--- config.mk ---
export PLATFORM = sky130hd
export DESIGN_NAME = uart_prog_loader
export DESIGN_NICKNAME = d
export VERILOG_FILES = /design/src/rtl/loader_pkg.sv /design/src/rtl/uart_rx_byte.sv /design/src/rtl/uart_prog_loader.sv
export SDC_FILE = /design/constraint.sdc
export NUM_CORES = 1
export LEC_CHECK = 0
export ABC_AREA = 1
export BUFFER_PORTS_ARGS = -buffer_cell sky130_fd_sc_hd__clkbuf_2
export CAP_MARGIN = 20
export CORE_ASPECT_RATIO = 1.4
export CORE_MARGIN = 3
export CORE_UTILIZATION = 45
export DETAILED_ROUTE_END_ITERATION = 10
export SYNTH_ARGS = -nofsm -noshare
export SYNTH_HDL_FRONTEND = slang
export SYNTH_SLANG_ARGS = --single-unit
--- constraint.sdc ---
create_clock -name clk -period 9.16 [get_ports clk]
set_clock_uncertainty 0.15 [all_clocks]
set_input_delay 0.916 -clock clk [delete_from_list [all_inputs] [get_ports clk]]
set_output_delay 0.916 -clock clk [all_outputs]
set_load 0.02 [all_outputs]
--- src/rtl/loader_pkg.sv ---
// Shared types and constants for the UART program loader: FSM encodings,
// image framing sizes and the CPU entry address.
package loader_pkg;

    localparam logic [31:0] LOAD_ENTRY = 32'h8000_0000;
    localparam int          LEN_BYTES  = 4;
    localparam int          WORD_BYTES = 4;

    typedef enum logic [1:0] {
        ST_LEN,
        ST_DATA,
        ST_DONE,
        ST_ERR
    } load_state_t;

    typedef enum logic [1:0] {
        RX_IDLE,
        RX_START,
        RX_DATA,
        RX_STOP
    } rx_state_t;

endpackage

--- src/rtl/uart_rx_byte.sv ---
// 8N1 UART receiver: two-flop synchroniser, mid-bit sampling timer and LSB-first
// shifter. Emits a one-cycle rx_valid or frame_err pulse per received frame.
module uart_rx_byte
    import loader_pkg::*;
#(
    parameter int CLKS_PER_BIT = 434
) (
    input  logic       i_clk,
    input  logic       i_rst,
    input  logic       i_rx,
    output logic       o_valid,
    output logic [7:0] o_byte,
    output logic       o_frame_err
);

    localparam int CNT_W = (CLKS_PER_BIT > 2) ? $clog2(CLKS_PER_BIT) : 1;
    localparam logic [CNT_W-1:0] LAST_CNT = CNT_W'(CLKS_PER_BIT - 1);
    localparam logic [CNT_W-1:0] HALF_CNT = CNT_W'(CLKS_PER_BIT / 2 - 1);

    rx_state_t        r_state;
    rx_state_t        w_state_nx;
    logic [1:0]       r_sync;
    logic [CNT_W-1:0] r_cnt;
    logic [2:0]       r_bit;
    logic [7:0]       r_shift;
    logic             r_valid;
    logic [7:0]       r_byte;
    logic             r_ferr;
    logic             w_rx;
    logic             w_bit_tick;
    logic             w_stop_tick;

    assign w_rx        = r_sync[1];
    assign w_bit_tick  = (r_state == RX_DATA) && (r_cnt == LAST_CNT);
    assign w_stop_tick = (r_state == RX_STOP) && (r_cnt == LAST_CNT);

    // Returning to idle on the stop sample lets the next start edge be caught
    // half a bit later, so back-to-back frames are accepted.
    always_comb begin
        w_state_nx = r_state;
        case (r_state)
            RX_IDLE:  if (!w_rx) w_state_nx = RX_START;
            RX_START: if (r_cnt == HALF_CNT) w_state_nx = w_rx ? RX_IDLE : RX_DATA;
            RX_DATA:  if (w_bit_tick && (r_bit == 3'd7)) w_state_nx = RX_STOP;
            RX_STOP:  if (w_stop_tick) w_state_nx = RX_IDLE;
            default:  w_state_nx = RX_IDLE;
        endcase
    end

    always_ff @(posedge i_clk or posedge i_rst) begin
        if (i_rst) begin
            r_state <= RX_IDLE;
            r_sync  <= 2'b11;
            r_cnt   <= '0;
            r_bit   <= '0;
            r_shift <= '0;
            r_valid <= 1'b0;
            r_byte  <= '0;
            r_ferr  <= 1'b0;
        end else begin
            r_sync  <= {r_sync[0], i_rx};
            r_state <= w_state_nx;
            r_valid <= w_stop_tick && w_rx;
            r_ferr  <= w_stop_tick && !w_rx;
            if (w_stop_tick && w_rx) begin
                r_byte <= r_shift;
            end
            if ((r_state == RX_IDLE) || (w_state_nx != r_state) || w_bit_tick) begin
                r_cnt <= '0;
            end else begin
                r_cnt <= r_cnt + 1'b1;
            end
            if (w_bit_tick) begin
                r_shift <= {w_rx, r_shift[7:1]};
                r_bit   <= r_bit + 1'b1;
            end
        end
    end

    assign o_valid     = r_valid;
    assign o_byte      = r_byte;
    assign o_frame_err = r_ferr;

endmodule

--- src/rtl/uart_prog_loader.sv ---
// Serial program loader: receives a length-prefixed little-endian word image over
// UART, writes it into instruction memory and then releases the CPU.
module uart_prog_loader
    import loader_pkg::*;
#(
    parameter int CLK_HZ    = 50_000_000,
    parameter int BAUD      = 115200,
    parameter int MEM_WORDS = 2056,
    parameter int ADDR_W    = 12
) (
    input  logic              clk,
    input  logic              reset,
    input  logic              ser_rx,
    output logic              mem_we,
    output logic [ADDR_W-1:0] mem_addr,
    output logic [31:0]       mem_wdata,
    output logic              cpu_run,
    output logic              load_err,
    output logic [ADDR_W:0]   words_left
);

    localparam int CLKS_PER_BIT = CLK_HZ / BAUD;

    logic              w_rx_valid;
    logic [7:0]        w_rx_byte;
    logic              w_frame_err;

    load_state_t       r_state;
    load_state_t       w_state_nx;
    logic [1:0]        r_lane;
    logic [23:0]       r_len;
    logic [23:0]       r_word;
    logic [ADDR_W-1:0] r_idx;
    logic [ADDR_W:0]   r_words_left;
    logic              r_mem_we;
    logic [ADDR_W-1:0] r_mem_addr;
    logic [31:0]       r_mem_wdata;
    logic              r_cpu_run;
    logic              r_load_err;
    logic              w_last_byte;
    logic              w_loading;
    logic [31:0]       w_len_full;
    logic [31:0]       w_word_full;

    uart_rx_byte #(
        .CLKS_PER_BIT(CLKS_PER_BIT)
    ) u_rx (
        .i_clk       (clk),
        .i_rst       (reset),
        .i_rx        (ser_rx),
        .o_valid     (w_rx_valid),
        .o_byte      (w_rx_byte),
        .o_frame_err (w_frame_err)
    );

    // Earlier lanes are held in 24-bit shifters; the arriving byte completes the top lane.
    assign w_loading   = (r_state == ST_LEN) || (r_state == ST_DATA);
    assign w_last_byte = w_rx_valid && (r_lane == 2'd3);
    assign w_len_full  = {w_rx_byte, r_len};
    assign w_word_full = {w_rx_byte, r_word};

    always_comb begin
        w_state_nx = r_state;
        case (r_state)
            ST_LEN: begin
                if (w_frame_err) begin
                    w_state_nx = ST_ERR;
                end else if (w_last_byte) begin
                    if (w_len_full == 32'd0) begin
                        w_state_nx = ST_DONE;
                    end else if (w_len_full > 32'(MEM_WORDS)) begin
                        w_state_nx = ST_ERR;
                    end else begin
                        w_state_nx = ST_DATA;
                    end
                end
            end
            ST_DATA: begin
                if (w_frame_err) begin
                    w_state_nx = ST_ERR;
                end else if (w_last_byte && (r_words_left == (ADDR_W+1)'(1))) begin
                    w_state_nx = ST_DONE;
                end
            end
            ST_DONE: w_state_nx = ST_DONE;
            ST_ERR:  w_state_nx = ST_ERR;
            default: w_state_nx = ST_ERR;
        endcase
    end

    always_ff @(posedge clk or posedge reset) begin
        if (reset) begin
            r_state      <= ST_LEN;
            r_lane       <= '0;
            r_len        <= '0;
            r_word       <= '0;
            r_idx        <= '0;
            r_words_left <= '0;
            r_mem_we     <= 1'b0;
            r_mem_addr   <= '0;
            r_mem_wdata  <= '0;
            r_cpu_run    <= 1'b0;
            r_load_err   <= 1'b0;
        end else begin
            r_state    <= w_state_nx;
            r_mem_we   <= 1'b0;
            r_cpu_run  <= (r_state == ST_DONE);
            r_load_err <= r_load_err | (r_state == ST_ERR);
            if (w_loading && w_rx_valid) begin
                r_lane <= r_lane + 1'b1;
                if (r_state == ST_LEN) begin
                    r_len <= {w_rx_byte, r_len[23:8]};
                    if (w_last_byte && (w_state_nx == ST_DATA)) begin
                        r_words_left <= w_len_full[ADDR_W:0];
                    end
                end else begin
                    r_word <= {w_rx_byte, r_word[23:8]};
                    if (w_last_byte) begin
                        r_mem_we     <= 1'b1;
                        r_mem_wdata  <= w_word_full;
                        r_mem_addr   <= r_idx;
                        r_idx        <= r_idx + 1'b1;
                        r_words_left <= r_words_left - 1'b1;
                    end
                end
            end
        end
    end

    assign mem_we     = r_mem_we;
    assign mem_addr   = r_mem_addr;
    assign mem_wdata  = r_mem_wdata;
    assign cpu_run    = r_cpu_run;
    assign load_err   = r_load_err;
    assign words_left = r_words_left;

endmodule

### Word-level counts from Yosys, hierarchy flattened

Index checks and enable logic that the tools add are counted.

* add/subtract/negate cells: 5
* order comparisons: 1
* eq/ne operators: 14
* multiplexer cells: 20
* bitwise operators: 2
* reduce and logical (&&, ||, !) cells: 21

Operators by type and width (count)
* two-way mux 13 bit: 3
* > comparator 32 x 12 -> 1 bit (second input constant): 1
* logical NOT 32 bit: 1
* two-way mux 2 bit: 11
* case mux 2 bit (4 select lines): 2
* equality test 13 x 1 -> 1 bit (second input constant): 1
* subtractor 13 x 1 -> 13 bit (second input constant): 1
* adder 12 x 1 -> 12 bit (second input constant): 1
* equality test 2 bit (second input constant): 5
* adder 9 x 1 -> 9 bit (second input constant): 1
* equality test 9 x 8 -> 1 bit (second input constant): 1
* equality test 9 bit (second input constant): 1
* logical AND 1 bit: 9
* two-way mux 9 bit: 1
* equality test 2 x 1 -> 1 bit (second input constant): 3
* AND reduction 3 bit: 2
* logical NOT 2 bit: 2
* AND reduction 2 bit: 2
* adder 3 x 1 -> 3 bit (second input constant): 1
* equality test 3 bit (second input constant): 1
* logical OR 1 bit: 3
* two-way mux 1 bit: 3
* adder 2 x 1 -> 2 bit (second input constant): 1
* inequality test 2 x 1 -> 1 bit (second input constant): 1
* 5 further kinds: 5

* register bits after elaboration: 158
* input bits: 3
* output and inout bits: 60
* word-level logic and storage cells: 82

### Longest topological paths before layout

* depth in word-level cells: 10
* mapped depth: 14
* depth with buffers taken out: 13

### Cells and area by module

From an unflattened synthesis, not the netlist that was laid out.

* cell total of the unflattened synthesis: 771
* area total of the unflattened synthesis: 6910.4 µm²

Modules (own cells, without submodules)
* uart_prog_loader: times used 1, cells each 620, area an instance 5367.6 µm²
* uart_rx_byte: times used 1, cells each 151, area an instance 1542.7 µm²

### Worst setup path before layout

Ideal clock, no wire load.

* path type: flip-flop to flip-flop
* start: register r_words_left[9] (netlist: words_left[9])
* end: register r_words_left[2] (netlist: words_left[2])
* library setup time: 0.117 ns
* arrival: 1.587 ns
* slack: 7.306 ns
* cell stages (with the launch flop): 12
* buffers on the path: 1
* cells stage by stage: dfrtp_1 > nor2_1 > nand2_1 > nor3_2 > nand3_1 > nand2_1 > nand2_1 > nand3_2 > nand2_1 > buf_4 > nand2_1 > nand2_1

* word-level cells in the longest chain between the ends: 9

RTL lines
* from (decl): RTL line uart_prog_loader.sv:34 `logic [ADDR_W:0] r_words_left;`
* from (signal assigned): RTL line uart_prog_loader.sv:114 `r_words_left <= w_len_full[ADDR_W:0];`
* from (signal assigned): RTL line uart_prog_loader.sv:123 `r_words_left <= r_words_left - 1'b1;`
* equality test 13 x 1 -> 1 bit: RTL line uart_prog_loader.sv:81 `end else if (w_last_byte && (r_words_left == (ADDR_W+1)'(1))) begin`
* logical AND 1 bit: RTL line uart_prog_loader.sv:81
* two-way mux 2 bit: RTL line uart_prog_loader.sv:81
* two-way mux 2 bit: RTL line uart_prog_loader.sv:79 `if (w_frame_err) begin`
* case mux 2 bit (4 select lines): RTL line uart_prog_loader.sv:64 `case (r_state)`
* equality test 2 x 1 -> 1 bit: RTL line uart_prog_loader.sv:113 `if (w_last_byte && (w_state_nx == ST_DATA)) begin`
* logical AND 1 bit: RTL line uart_prog_loader.sv:113
* inequality test 2 x 1 -> 1 bit (no source line)
* AND reduction 3 bit (no source line)

No other way between the ends.
A chain may end at the register's enable or synchronous reset.

### Worst setup path after layout

* start: register r_state[0]
* end: register r_words_left[10] (netlist: words_left[10])

* word-level cells in the longest chain between the ends: 7
* elaborated cells between the ends (all ways): 17
* those cells by class: eq/ne: 5; mux: 6; reduce/logical: 6

RTL lines
* from (decl): RTL line uart_prog_loader.sv:28 `load_state_t r_state;`
* from (signal assigned): RTL line uart_prog_loader.sv:105 `r_state <= w_state_nx;`
* two-way mux 2 bit (on tied branches): RTL line uart_prog_loader.sv:81, uart_prog_loader.sv:68
* two-way mux 2 bit (on tied branches): RTL line uart_prog_loader.sv:79, uart_prog_loader.sv:66
* case mux 2 bit (4 select lines): RTL line uart_prog_loader.sv:64
* equality test 2 x 1 -> 1 bit: RTL line uart_prog_loader.sv:113
* logical AND 1 bit: RTL line uart_prog_loader.sv:113
* inequality test 2 x 1 -> 1 bit (no source line)
* AND reduction 3 bit (no source line)

Several ways; a longest one is shown, not always the timed one.

==> impl_metrics.tcl <==
set metrics [dict create \
    relSlewSlack_pct 47.9 \
    gp_congestion 0.928 \
    totalWireLength_um 13500 \
    ctsHoldBuffers 0 \
    io_pins 63 \
    postCtsSetupBuffers 0 \
    ir_drop_uv 110 \
    cts_resized 0 \
    critPathKind "reg -> reg" \
    maxSlewViolCount 0 \
    whs_ps 209 \
    nFillCells 1311 \
    cts_tree "yes" \
    area_delta_synth_final_pct 16.5 \
    fin_setup_tns_ps 0 \
    required_ps 9310 \
    grt_max_degree 92 \
    holdCritPathClass "reg -> reg" \
    finalHoldViolCount 0 \
    synthesis.nets 758 \
    grt_overflow 0 \
    use_met3_pct 3.60 \
    layout.nets 817 \
    clock-sinks 158 \
    first_pass_iters 4 \
    syn-instance-count 746 \
    critPathMaxFanout 15 \
    drc 0 \
    antenna_found_initial 0 \
    layout_commonest_cell "nand2_1" \
    fp-row-count 52 \
    start_util_pct 46.1 \
    die_y_um 150 \
    r2r_slack_ps 6460 \
    h-tree-depth 4 \
    use_met1_pct 23.2 \
    drive_above_1_share_pct 14.5 \
    dieArea_um2 16400 \
    synth_area_um2 6680 \
    power.leakage_nw 3.96 \
    cts-root-buf "clkbuf_16" \
    pre_cts_ws_ps 6330 \
    setup_viol 0 \
    yosys_warnings 0 \
    cts-buffers-inserted 17 \
    power_density_nw_per_um2 183 \
    reg2reg_depth 10 \
    vias_per_cell 4.90 \
    crit_arrival_ps 2850 \
    num_antenna_cells 0 \
    place.port_buffers 62 \
    worst_slack_ps 6460 \
    coreArea_um2 14500 \
    worstSetupEndpoint "words_left[10]$_DFFE_PP0P_" \
    tightestPinTransition_ps 782 \
    r2r_end "words_left[10]$_DFFE_PP0P_" \
    cp-end-kind "flip-flop" \
    grt_busiest_layer "met2" \
    die_x_um 109 \
    maxCapViolations 0 \
    clock_path_buffers 2 \
    fin_crit_ps 2700 \
    yosysSeqAreaShare_pct 59.2 \
    cp-startpoint "r_state[0]$_DFF_PP0_" \
    drt_iter0_markers 256 \
    fmax_mhz 371 \
    ys_types 36 \
    grt_use_total_pct 17.7 \
    rsz0062_at_grt "false" \
    mostFrequentLayoutCells "nand2_1 (221), dfrtp_1 (156), o21ai_0 (95)" \
    first_global_vias 4851 \
    hpwlAfterDp_um 9350 \
    ys_seq_elements 158 \
    clk_pin_slew_ps 70 \
    rr_startpoint "r_state[0]$_DFF_PP0_" \
    via_count 4933 \
    utilization_pct 53.6 \
    post_drt_wl_per_cell_um 13.4 \
    status "complete, no violations" \
    antenna_left 0 \
    crit_path_start_kind "flip-flop" \
    syn_area_per_cell_um2 8.96 \
    clock_latency_ps 410 \
    fin_crit_sh_pct 29.4 \
    use_met2_pct 28.9 \
    grt_pass1_wl_um 23000 \
]
-- sequential cells by signal (all words and copies together) (netlist names), 2 cells and up --
register	count
mem_addr	12
mem_wdata	32
r_idx	12
r_lane	2
r_len	24
r_state	2
r_word	24
u_rx.o_byte	8
u_rx.r_bit	3
u_rx.r_cnt	9
u_rx.r_shift	8
u_rx.r_state	2
u_rx.r_sync	2
words_left	13
-- layer usage --
metal	up-vias	share of wire (%)	wire length [um]
met5	-	0	0
met4	0	1.5	206
met3	16	3.2	428
met2	83	50	6790
met1	2356	45	6070
li1	2478	-	-
-- cells by family after synthesis --
group	after synthesis	synth area share, %
and+or+nand+nor	334	20.9
DFF	158	59.2
AOI/OAI and AO/OA	119	9.12
buffers and inverters	102	5.84
xor gates and xnor gates	21	2.75
adders and majority gates	9	1.69
muxes	3	0.506
-- per-stage QoR --
step | instances | power [mW] | instance area, um^2
2_1_floorplan | 746 | 0.722 | 6680
3_3_place_gp | 974 | 0.727 | 7150
3_5_place_dp | 974 | 0.727 | 7150
4_1_cts | 1006 | 1.44 | 7750
5_1_grt | 1007 | 1.47 | 7780
6_report | 1007 | 1.43 | 7780
-- worst max-delay path, stage by stage (launching register included) --
cell	delay, ps
dfrtp_1	460
nor2_1	570
inv_2	260
nor2_1	150
nand2_1	70
nand2_1	80
nor2_1	50
nand3_2	230
nand2_1	360
nand2_1	160
nand2_1	60
-- synthesized netlist by cell type, drive strengths merged --
master | number | area [um^2]
o22ai | 3 | 18.8
clkinv | 1 | 3.75
or2 | 1 | 6.26
a21oi | 15 | 75.1
nand3 | 25 | 130
nor3b | 3 | 22.5
nand2 | 224 | 853
nor4 | 1 | 6.26
nand4 | 4 | 25.0
clkbuf | 21 | 78.8
o21ai | 97 | 489
inv | 75 | 282
and3b | 1 | 8.76
dfrtp | 156 | 3900
xnor2 | 4 | 35.0
o21bai | 1 | 7.51
buf | 5 | 26.3
a31oi | 3 | 18.8
nor2 | 65 | 278
dfstp | 2 | 52.6
ha | 9 | 113
mux2 | 3 | 33.8
xor2 | 17 | 149
nor3 | 10 | 65.1
-- worst min-delay path by stage --
stage | start | end | slack (ps) | cells after the start
floorplan | u_rx.r_sync[0]$_DFF_PP1_ | u_rx.r_sync[1]$_DFF_PP1_ | 200 | 0
global placement | u_rx.r_sync[0]$_DFF_PP1_ | u_rx.r_sync[1]$_DFF_PP1_ | 200 | 0
detailed placement | u_rx.r_sync[0]$_DFF_PP1_ | u_rx.r_sync[1]$_DFF_PP1_ | 200 | 0
CTS | u_rx.r_sync[0]$_DFF_PP1_ | u_rx.r_sync[1]$_DFF_PP1_ | 210 | 0
global route | u_rx.r_sync[0]$_DFF_PP1_ | u_rx.r_sync[1]$_DFF_PP1_ | 210 | 0
finish | u_rx.r_sync[0]$_DFF_PP1_ | u_rx.r_sync[1]$_DFF_PP1_ | 210 | 0
-- report_power, final --
group	total [mW]	leakage (nW)	switching (mW)	internal [mW]
clock network	0.712	0.280	0.291	0.421
registers	0.699	2.19	0.000320	0.699
logic	0.0158	1.50	0.0138	0.00197
-- final cells by class --
class                      instances  area [um^2]  area share, %
tap                              189          236           3.04
clock inverter                    13          150           1.93
multi-input combinational        486         2330           30.0
inverter                          76          290           3.73
timing repair buffer              66          360           4.63
clock buffer                      19          453           5.82
sequential                       158         3960           50.8
(Power assumes the default switching activity.)
